--- src/rtl/fifo_pkg.sv ---
// Width helpers and lane-slice macro shared by the variable-parallelism FIFO files.
`define FIFO_LANE(vec, idx, w) vec[(idx)*(w) +: (w)]

package fifo_pkg;

   function automatic int clog2(input int n);
      int r;
      r = 0;
      for (int v = 1; v < n; v = v * 2) r++;
      return r;
   endfunction

   // PTR_W: pointer into a depth-entry ring, never narrower than one bit
   function automatic int ptr_w(input int depth);
      return (depth > 1) ? clog2(depth) : 1;
   endfunction

   // CNT_W / WCNT_W / RCNT_W: a value that must reach maxv inclusive
   function automatic int cnt_w(input int maxv);
      return clog2(maxv + 1);
   endfunction

endpackage

--- src/rtl/fifo_var_par_ptr_adv.sv ---
// Modular pointer advance (ptr + n) mod MEM_SIZE, combinational, no handshake.
// Valid for ptr < MEM_SIZE and n <= MEM_SIZE, so a single conditional subtract suffices.
module fifo_ptr_adv #(
   parameter int MEM_SIZE = 6,
   parameter int PTR_W    = 3,
   parameter int N_W      = 3
) (
   input  logic [PTR_W-1:0] ptr,
   input  logic [N_W-1:0]   n,
   output logic [PTR_W-1:0] res
);

   localparam int SUM_W = ((PTR_W > N_W) ? PTR_W : N_W) + 1;

   logic [SUM_W-1:0] sum;

   assign sum = SUM_W'(ptr) + SUM_W'(n);
   assign res = PTR_W'((sum >= SUM_W'(MEM_SIZE)) ? sum - SUM_W'(MEM_SIZE) : sum);

endmodule

--- src/rtl/fifo_var_par.sv ---
// Ring FIFO pushing 1..PAR_WRITE and popping 1..PAR_READ words per cycle; show-ahead dout, write visible after one edge.
// ready/valid are combinational from pre-edge occupancy; refused accesses only set sticky ovf/udf.
module fifo_var_par
   import fifo_pkg::*;
#(
   parameter int SIZE      = 4,
   parameter int MEM_SIZE  = 6,
   parameter int PAR_WRITE = 2,
   parameter int PAR_READ  = 4,
   parameter int AFULL_TH  = 4,
   parameter int AEMPTY_TH = 2
) (
   input  logic                            clk,
   input  logic                            rst,
   input  logic                            clear,
   input  logic                            wen,
   input  logic [cnt_w(PAR_WRITE)-1:0]     wcnt,
   input  logic [PAR_WRITE*SIZE-1:0]       din,
   output logic                            ready,
   input  logic                            ren,
   input  logic [cnt_w(PAR_READ)-1:0]      rcnt,
   output logic [PAR_READ*SIZE-1:0]        dout,
   output logic                            valid,
   output logic [cnt_w(MEM_SIZE)-1:0]      count,
   output logic                            full,
   output logic                            empty,
   output logic                            almost_full,
   output logic                            almost_empty,
   output logic                            ovf,
   output logic                            udf
);

   localparam int PTR_W  = ptr_w(MEM_SIZE);
   localparam int CNT_W  = cnt_w(MEM_SIZE);
   localparam int WCNT_W = cnt_w(PAR_WRITE);
   localparam int RCNT_W = cnt_w(PAR_READ);

   if (MEM_SIZE < PAR_WRITE || MEM_SIZE < PAR_READ) begin : g_bad_depth
      $error("fifo_var_par: MEM_SIZE must be >= max(PAR_WRITE, PAR_READ)");
   end

   logic [SIZE-1:0]  mem [MEM_SIZE];
   logic [PTR_W-1:0] wptr, rptr, wptr_nxt, rptr_nxt;
   logic [PTR_W-1:0] waddr [PAR_WRITE];
   logic [PTR_W-1:0] raddr [PAR_READ];
   logic [CNT_W-1:0] space, count_nxt;
   logic             wcnt_ok, rcnt_ok, w_acc, r_acc;

   assign wcnt_ok = (wcnt != '0) && (int'(wcnt) <= PAR_WRITE);
   assign rcnt_ok = (rcnt != '0) && (int'(rcnt) <= PAR_READ);
   assign space   = CNT_W'(MEM_SIZE) - count;

   // Both sides judged on pre-edge occupancy: a read never frees room for a same-cycle write
   assign ready = !clear && wcnt_ok && (int'(wcnt) <= int'(space));
   assign valid = !clear && rcnt_ok && (int'(rcnt) <= int'(count));
   assign w_acc = wen && ready && !rst;
   assign r_acc = ren && valid && !rst;

   fifo_ptr_adv #(.MEM_SIZE(MEM_SIZE), .PTR_W(PTR_W), .N_W(WCNT_W)) u_wptr_adv (
      .ptr(wptr), .n(wcnt), .res(wptr_nxt)
   );

   fifo_ptr_adv #(.MEM_SIZE(MEM_SIZE), .PTR_W(PTR_W), .N_W(RCNT_W)) u_rptr_adv (
      .ptr(rptr), .n(rcnt), .res(rptr_nxt)
   );

   for (genvar i = 0; i < PAR_WRITE; i++) begin : g_waddr
      fifo_ptr_adv #(.MEM_SIZE(MEM_SIZE), .PTR_W(PTR_W), .N_W(WCNT_W)) u_adv (
         .ptr(wptr), .n(WCNT_W'(i)), .res(waddr[i])
      );
   end

   for (genvar j = 0; j < PAR_READ; j++) begin : g_raddr
      fifo_ptr_adv #(.MEM_SIZE(MEM_SIZE), .PTR_W(PTR_W), .N_W(RCNT_W)) u_adv (
         .ptr(rptr), .n(RCNT_W'(j)), .res(raddr[j])
      );
   end

   always_ff @(posedge clk) begin
      if (w_acc) begin
         for (int i = 0; i < PAR_WRITE; i++) begin
            if (i < int'(wcnt)) mem[waddr[i]] <= `FIFO_LANE(din, i, SIZE);
         end
      end
   end

   always_comb begin
      count_nxt = count;
      if (w_acc) count_nxt = count_nxt + CNT_W'(wcnt);
      if (r_acc) count_nxt = count_nxt - CNT_W'(rcnt);
   end

   always_ff @(posedge clk) begin
      if (rst || clear) begin
         wptr  <= '0;
         rptr  <= '0;
         count <= '0;
         ovf   <= 1'b0;
         udf   <= 1'b0;
      end else begin
         if (w_acc) wptr <= wptr_nxt;
         if (r_acc) rptr <= rptr_nxt;
         count <= count_nxt;
         if (wen && !ready) ovf <= 1'b1;
         if (ren && !valid) udf <= 1'b1;
      end
   end

   // Lanes beyond the occupancy read as zero so stale or never-written memory stays hidden
   always_comb begin
      dout = '0;
      for (int j = 0; j < PAR_READ; j++) begin
         if (j < int'(count)) `FIFO_LANE(dout, j, SIZE) = mem[raddr[j]];
      end
   end

   assign full         = (count == CNT_W'(MEM_SIZE));
   assign empty        = (count == '0);
   assign almost_full  = (int'(count) >= AFULL_TH);
   assign almost_empty = (int'(count) <= AEMPTY_TH);

endmodule

--- config.mk ---
export PLATFORM = sky130hd
export DESIGN_NAME = fifo_var_par
export DESIGN_NICKNAME = d
export VERILOG_FILES = /design/src/rtl/fifo_pkg.sv /design/src/rtl/fifo_var_par_ptr_adv.sv /design/src/rtl/fifo_var_par.sv
export SDC_FILE = /design/constraint.sdc
export NUM_CORES = 1
export LEC_CHECK = 0
export ABC_AREA = 0
export CAP_MARGIN = 10
export CORE_MARGIN = 2
export CORE_UTILIZATION = 61
export CTS_CLUSTER_DIAMETER = 40
export DETAILED_ROUTE_END_ITERATION = 6
export PLACE_DENSITY = 0.87
export SLEW_MARGIN = 20
export SYNTH_ARGS = -nofsm -noshare
export SYNTH_HDL_FRONTEND = slang
export SYNTH_SLANG_ARGS = --single-unit
--- constraint.sdc ---
create_clock -name clk -period 6.7 [get_ports clk]
set_input_delay 1.34 -clock clk [delete_from_list [all_inputs] [get_ports clk]]
set_output_delay 1.34 -clock clk [all_outputs]
set_load 0.01 [all_outputs]
==> metrics, run 1 <==
run status completed; Worst EP arrival about 3.8 ns; total die area between 6000 and 7000 um^2; first-pass GRT wire length 13860 um; Hold WS 0.4487 ns; CTS Hold Bufs 0; post-synthesis compound-gate area fraction 0.1747; WL/cell approximately 18 um; post-synthesis simple-gate area fraction 0.1681; RSZ-0062 raised after global routing no; DR vias between 3k and 4k; H-tree lvl count 2; DP Cell Count 464; HP Start udf; count of cell types in the netlist 55; largest family of logic cells by synthesized area multiplexers; clk sinks 35; Area Overhead vs Synth 16.52%; Async SR Flop Fraction 0; worst vdd ir between 100 and 150 uV; Fin. Hold Viols 0; Skew-Pair Late Insertion Delay 0.29 ns; fraction of layout cells with a size suffix above 1 0.05500; Remaining Overflow, GRT 0; register bit total from synthesis 35; power per cell area ~130 nW/um^2; GRT Overall Usage 0.2804; final worst-path cycle share 0.7694; Synth Warn # 0; Req. time, crit path roughly 5.4 ns; FF/Latch Area 940.9 um^2; # fillers between 400 and 500; worst hold path type flip-flop to flip-flop; Via density 6.460; XOR/XNOR Fraction of Synth Area 0.02303; Lkg Pwr approximately 1.5 nW; Clock Tree Root clkbuf_8; predominant post-synthesis flop cell edfxtp_1; DP Wirelength ~6400 um; initial antenna violation count 0; IO Port Bufs 44; area of the multi-input gates ~2300 um^2; vias in the first global route approximately 2.8k; dominant cell type by area after synthesis edfxtp_1; # diodes 0; CTS tree built; Synth top cells by count mux2_1, ha_1, edfxtp_1, mux2i_1, nor2_1; post-route setup TNS 0 ns; post-synthesis sequential area ratio 0.2749; non-filler instance count after layout 472; Crit. End Element output port; Max Cap Viol 0; WL final approximately 8400 um; top cells by area, synth edfxtp_1, ha_1, mux2_1, mux2i_1, dfxtp_1; largest net degree at the start of global routing 31; Starting Density 0.6255; start point of the critical path rptr[1]; Cells after Synth around 370; most instantiated library cell after synthesis mux2_1; total CTS buffers 5; area share of the largest cell type after synthesis 0.2105; # IOs 45; post-cts gate resize count 0; min Tclk post-route between 5 and 6 ns; Die X 78.91 um; # DRC 0; cell area after synthesis between 3000 and 4000 um^2; syn_nets 414; Worst-path clk slew approximately 0.070 ns; mux contribution to synthesized area 0.1919; Max FO, Critical Path 23; Worst Clk Skew ~0.0076 ns; post-CTS setup repair buffer count 0; Starting DRT DRC Count between 150 and 200; Slew HR 0.3733; Post-synth EDFFs 24; Worst setup SP type flip-flop; Slew Viols, Final 0; r2r startpoint count[1]; Detail Route Antenna Nets 0; CTS Buffer Depth 2; RePlAce Congestion between 0.9 and 1; synthesized-area fraction occupied by adder cells 0.1221; Die Y-Extent about 79 um; f_max 194.0 MHz; Core ar. roughly 5500 um^2; syn avg cell area roughly 9.4 um^2; worst slew pin tran slightly above 0.9 ns; final setup fails 0; Initial DRT Pass Iterations 5; nets@finish about 450; FP Rows 27; Crit Path Class flip-flop to output port
-- flip-flops by register name, summed over array words and instances, names as in the netlist --
| register | cells |
|---|---|
| udf | 1 |
| ovf | 1 |
| count | 3 |
| mem | 24 |
| rptr | 3 |
| wptr | 3 |
-- worst max-delay path, cell delays in order, from the launching register on --
cell             delay (ns)
dfxtp_1                0.89
inv_2                  0.29
ha_1                   0.47
and2_1                 0.21
a22oi_1                0.38
nand2_1                0.21
a221o_1                0.39
o31ai_1                0.08
clkdlybuf4s50_1        0.58
-- logic make-up after synthesis --
logic type | after synthesis
xor+xnor | 9
simple gates | 103
fa+ha+maj | 31
compound gates | 92
flops | 35
buf+inv | 38
mux | 57
-- where the power goes --
part / leakage [nW] / switching [W] / internal, W
Sequential: 0.305 / 0.00000465 / 0.000233
Combinational: 1.11 / 0.0000507 / 0.0000441
Clock: 0.0556 / 0.0000755 / 0.000109
-- per-layer routing --
metal	track usage	wire length (um)	share of wire	vias to the layer above
li1	-	-	-	1457
met1	0.3722	3609	0.43	1451
met2	0.4744	4146	0.49	121
met3	0.04545	521	0.062	20
met4	0.08276	149	0.018	0
met5	0	0	0	-
-- final timing paths --
path	to	slack, ns	depth (start not counted)
worst max-delay path	dout[12]	1.55	8
worst min register to register	udf	0.45	2
worst min-delay path	udf	0.45	2
worst max register to register	count[2]	2.99	14
-- area by class of cell --
cell class,instances,area share
Tap cell,72,0.02258
Timing Repair Buffer,45,0.1123
Inverter,20,0.01882
Sequential cell,35,0.2359
Clock buffer,5,0.01725
Clock inverter,3,0.009724
Multi-Input combinational cell,292,0.5834
-- placed cells by master (no fill, tap or decap), types with 7 or more instances in the layout --
cell / count
a211oi_1: 7
a21oi_1: 21
clkdlybuf4s50_1: 44
dfxtp_1: 11
edfxtp_1: 24
ha_1: 27
inv_1: 15
mux2_1: 29
mux2i_1: 24
nand2_1: 10
nand3_1: 10
nor2_1: 24
nor3_1: 21
o21ai_0: 12
o21ai_1: 10
o31ai_1: 8
-- metrics by stage --
step / area, um^2 / utilization / setup slack [ns] / power [W]
detailed placement: 3881 / 0.7092 / 1.828 / 0.0003354
global placement: 3881 / 0.7092 / 1.886 / 0.0003321
floorplan: 3423 / - / 2.925 / 0.0002974
finish: 3989 / 0.7289 / 1.545 / 0.0005171
global route: 3989 / 0.7289 / 1.351 / 0.0005364
CTS: 3989 / 0.7289 / 1.606 / 0.0005173
Note: power is estimated with default switching activity, not from simulation.
==> run 2: changes to the inputs <==
- CORE_UTILIZATION: 61 -> 51
- PLACE_DENSITY: 0.87 -> 0.78
- clock period: 6.7 -> 4.5 ns (I/O delays scaled with it)
==> run 2 against run 1 <==
Net effect: power rose by 51%; clock power rose by 55%; worst setup slack worse by 1.2 ns; largest power group unchanged.
==> metrics, run 2 (synthesis results as in run 1) <==
DP Wirelength 6568 um; Worst setup SP type flip-flop; # DRC 0; Remaining Overflow, GRT 0; Slew Viols, Final 0; Starting DRT DRC Count 93; Area Overhead vs Synth 17.29%; Core ar. 6422 um^2; DP Cell Count 471; non-filler instance count after layout 479; # IOs 45; Slew HR 0.4147; worst hold path type flip-flop to flip-flop; total CTS buffers 5; nets@finish between 400 and 500; Clock power frac 0.367; Via density 6.200; Crit Path Class flip-flop to output port; sequential power share 0.452; Net Sw Frac 0.2594; Initial DRT Pass Iterations 4; WL/cell around 18 um; post-layout util 0.6252; Max Cap Viol 0; vias in the first global route 2871; min Tclk post-route roughly 4.1 ns; GRT Overall Usage 0.2427; post-route setup TNS 0 ns; Req. time, crit path around 3.6 ns; Max FO, Critical Path 10; largest net degree at the start of global routing 31; run status completed; H-tree lvl count 2; IO Port Bufs 44; combinational fraction of design power 0.181; RePlAce Congestion 0.9106; most common cell after layout, fill and taps aside clkdlybuf4s50_1; Starting Density 0.5330; WL final roughly 8400 um; Die Y-Extent approximately 86 um; Detail Route Antenna Nets 0; Clock Tree Root clkbuf_8; # diodes 0; CTS Buffer Depth 2; RSZ-0062 raised after global routing no; commonest non-fill, non-tap cells in the layout clkdlybuf4s50_1, mux2_1, ha_1; CTS Hold Bufs 0; first-pass GRT wire length approximately 14000 um; total die area roughly 7400 um^2; initial antenna violation count 0; # fillers 545; Psw 0.0002024 W; Crit. End Element output port; final worst-path cycle share 0.9132; Lkg Pwr 1.479 nW; worst vdd ir between 100 and 150 uV; Largest register FFs 24; post-CTS setup repair buffer count 0; Worst-path clk slew approximately 0.08 ns; Skew-Pair Late Insertion Delay 0.29 ns; Fin. Hold Viols 0; f_max about 240 MHz; Pint between 0.0005 and 0.0006 W; FP Rows 29; post-cts gate resize count 0; Worst Clk Skew 0.006927 ns; worst slew pin tran 0.8721 ns; power per cell area roughly 200 nW/um^2; r2r setup slk ~0.99 ns; CTS tree built; Die X around 86 um; DR vias approximately 3.0k; final setup fails 0; clk sinks 35; Worst EP arrival 3.21 ns; fraction of layout cells with a size suffix above 1 0.06219
run 2: cell count changes in the layout (fill, tap and decap cells not counted):
cell / before / now
buf_4: 1 / 3
clkinv_1: 1 / 0
clkinv_4: 0 / 1
run 2: per-stage QoR:
stage	total power, W	instance area [um^2]	hold WS [ns]	setup WS (ns)
2_1_floorplan	0.0004429	3423	0.4696	1.188
3_3_place_gp	0.0004950	3902	0.4339	0.5229
3_5_place_dp	0.0004994	3902	0.4447	0.4473
4_1_cts	0.0007866	4015	0.4551	0.4132
5_1_grt	0.0008152	4015	0.4788	0.2061
6_report	0.0007804	4015	0.4540	0.3904
run 2: critical path, stage by stage (launching register included):
cell,delay [ns]
dfxtp_1,0.52
inv_2,0.18
ha_1,0.45
and2_1,0.21
a22oi_1,0.35
nand2_1,0.18
a221o_1,0.39
o31ai_1,0.07
clkdlybuf4s50_1,0.58
run 2: layer usage:
metal / vias up / GRT usage / wire length (um)
met5: - / 0 / 0
met4: 0 / 0.07648 / 121
met3: 10 / 0.03850 / 454
met2: 90 / 0.4052 / 4074
met1: 1399 / 0.3221 / 3743
li1: 1471 / - / -
run 2: final timing paths:
path                                from       end  depth (start not counted)
worst max-delay path             rptr[0]  dout[13]                          8
worst min-delay path                 udf       udf                          2
worst max register to register  count[1]  count[2]                         14
worst min register to register       udf       udf                          2
run 2: power by group through the flow:
stage | registers (W) | logic (W) | clock network, W
final | 0.000353 | 0.000141 | 0.000286
after global routing | 0.000353 | 0.000157 | 0.000305
after CTS | 0.000353 | 0.000141 | 0.000293
after detailed placement | 0.000360 | 0.000139 | 0
after global placement | 0.000360 | 0.000135 | 0
after floorplan | 0.000359 | 0.0000841 | 0
run 2: final cells by class:
| type | instances | area (um^2) | share of cell area |
|---|---|---|---|
| Multi-Input combinational cell | 292 | 2327 | 0.5796 |
| Sequential cell | 35 | 940.9 | 0.2343 |
| Clock inverter | 3 | 43.79 | 0.01091 |
| Tap cell | 77 | 96.34 | 0.02400 |
| Timing Repair Buffer | 47 | 462.9 | 0.1153 |
| Inverter | 20 | 75.07 | 0.01870 |
| Clock buffer | 5 | 68.82 | 0.01714 |
==> run 3: changes to the inputs <==
- CORE_UTILIZATION: 51 -> 57
- PLACE_DENSITY: 0.78 -> 0.82
- clock period: 4.5 -> 4.63 ns (I/O delays scaled with it)
==> run 3 against run 2 <==
Net effect: non-clock buffer count down 1; critical path depth decreased by 2; sequential share of layout area fell by 0.080 points; sequential power decreased by 3%; global-route usage increased by 3.0 points; highest routed layer unchanged; flip-flop and latch count unchanged; final area up 0.34%.
==> metrics, run 3 (synthesis results as in run 1) <==
run status completed; initial antenna violation count 0; Worst-path clk slew 0.08 ns; vias in the first global route roughly 2.9k; Slew HR 0.3736; nets@finish 449; final worst-path cycle share 0.8929; # IOs between 40 and 50; Max FO, Critical Path 6; capture point of the critical path valid; # DRC 0; FP Rows 28; delay-heaviest family, CP buffers and inverters; most crowded layer after global routing met2; Starting DRT DRC Count between 150 and 200; fraction of layout cells with a size suffix above 1 0.05985; # fillers approximately 440; start point of the critical path rcnt[1]; RePlAce Congestion just under 0.9; IO Port Bufs 44; r2r startpoint count[1]; DP Wirelength 6669 um; f_max about 240 MHz; Core ar. 5851 um^2; post-CTS setup repair buffer count 0; Worst path depth 6; H-tree lvl count 2; Worst setup SP type input pin; min Tclk post-route slightly above 4 ns; most used cell, CP clkdlybuf4s50_1; r2r setup slk 0.91 ns; total die area about 6600 um^2; first-pass GRT wire length 14010 um; Req. time, crit path 3.70 ns; worst slew pin tran 0.9334 ns; worst vdd ir around 180 uV; # diodes 0; final setup fails 0; Crit Path Class input pin to output port; GRT Overall Usage 0.2725; critical path, cell by cell clkdlybuf4s50_1 -> ha_1 -> a211oi_1 -> nor2_1 -> nor4_1 -> clkdlybuf4s50_1; Reg2Reg Depth 14; reg2reg end count[2]; Tot Pwr approximately 0.00082 W; Largest register FFs 24; post-route setup TNS 0 ns; Skew-Pair Late Insertion Delay between 0.2 and 0.3 ns; non-filler instance count after layout between 400 and 500; largest net degree at the start of global routing 38; Remaining Overflow, GRT 0; worst hold path type flip-flop to flip-flop; most common cell after layout, fill and taps aside clkdlybuf4s50_1; Worst EP arrival between 3 and 4 ns; Max Cap Viol 0; Area Overhead vs Synth 17.69%; Die X 81.50 um; Fin. Hold Viols 0; Worst Clk Skew 0.003331 ns; DP Cell Count roughly 470; CTS Hold Bufs 0; Slew Viols, Final 0; DR vias 3096; met1 Usage GRT 0.3586; power per cell area approximately 200 nW/um^2; commonest non-fill, non-tap cells in the layout clkdlybuf4s50_1, mux2_1, ha_1; Die Y-Extent about 81 um; max incr delay on CP between 0.6 and 0.7 ns; Via density approximately 6.5; CTS tree built; Starting Density 0.5851; Crit. End Element output port; Detail Route Antenna Nets 0; met2 Use GR 0.4574; Slowest cell on crit path clkdlybuf4s50_1; Initial DRT Pass Iterations 6; WL/cell about 18 um; met3 global-route usage 0.03077; Lkg Pwr 1.481 nW; Clock Tree Root clkbuf_8; clk sinks 35; CTS Buffer Depth 2; total CTS buffers 5; RSZ-0062 raised after global routing no; HP Start udf; Critical path buffers and inverters 2; post-cts gate resize count 0; WL final between 8000 and 9000 um
[run 3: per-layer routing]
| metal | up-vias | routed length [um] |
|---|---|---|
| met5 | - | 0 |
| met2 | 141 | 4283 |
| li1 | 1469 | - |
| met4 | 0 | 210 |
| met1 | 1464 | 3754 |
| met3 | 22 | 449 |
[run 3: cell type report]
class                   instances  area, um^2  share of cell area
multi-input cells             292        2327              0.5776
flip-flops and latches         35       940.9              0.2335
repair buffers                 46       455.4              0.1130
well taps                      75       93.84             0.02329
inverters                      20       75.07             0.01863
clock buffers                   5       68.82             0.01708
clock inverters                 3       67.56             0.01677
[run 3: tightest hold or removal path, delay by kind of cell, from the launching register on]
kind	cells	cell delay, ns
AOI/OAI and AO/OA	1	0.05
buffers and inverters	1	0.05
DFF	1	0.31
[run 3: per-stage QoR]
step	instance area (um^2)	utilization	setup WS, ns	hold WS, ns
floorplan	3423	-	1.292	0.4696
global placement	3892	0.6653	0.4751	0.4342
detailed placement	3892	0.6653	0.2932	0.4374
CTS	4029	0.6886	0.4992	0.4491
global route	4029	0.6886	0.3916	0.4868
finish	4029	0.6886	0.4960	0.4511
[run 3: worst min-delay path by stage]
stage           to  slack, ns  cells past startpoint
3_5_place_dp   udf       0.44                      2
5_1_grt        udf       0.49                      2
6_report       udf       0.45                      2
4_1_cts        udf       0.45                      2
2_1_floorplan  udf       0.47                      2
3_3_place_gp   udf       0.43                      2
[run 3: report_power, final]
part           internal [W]  total, W  leakage [nW]  switching (W)
Combinational     0.0000639  0.000140          1.11      0.0000757
Clock              0.000215  0.000335        0.0644       0.000121
Sequential         0.000337  0.000343         0.305     0.00000535
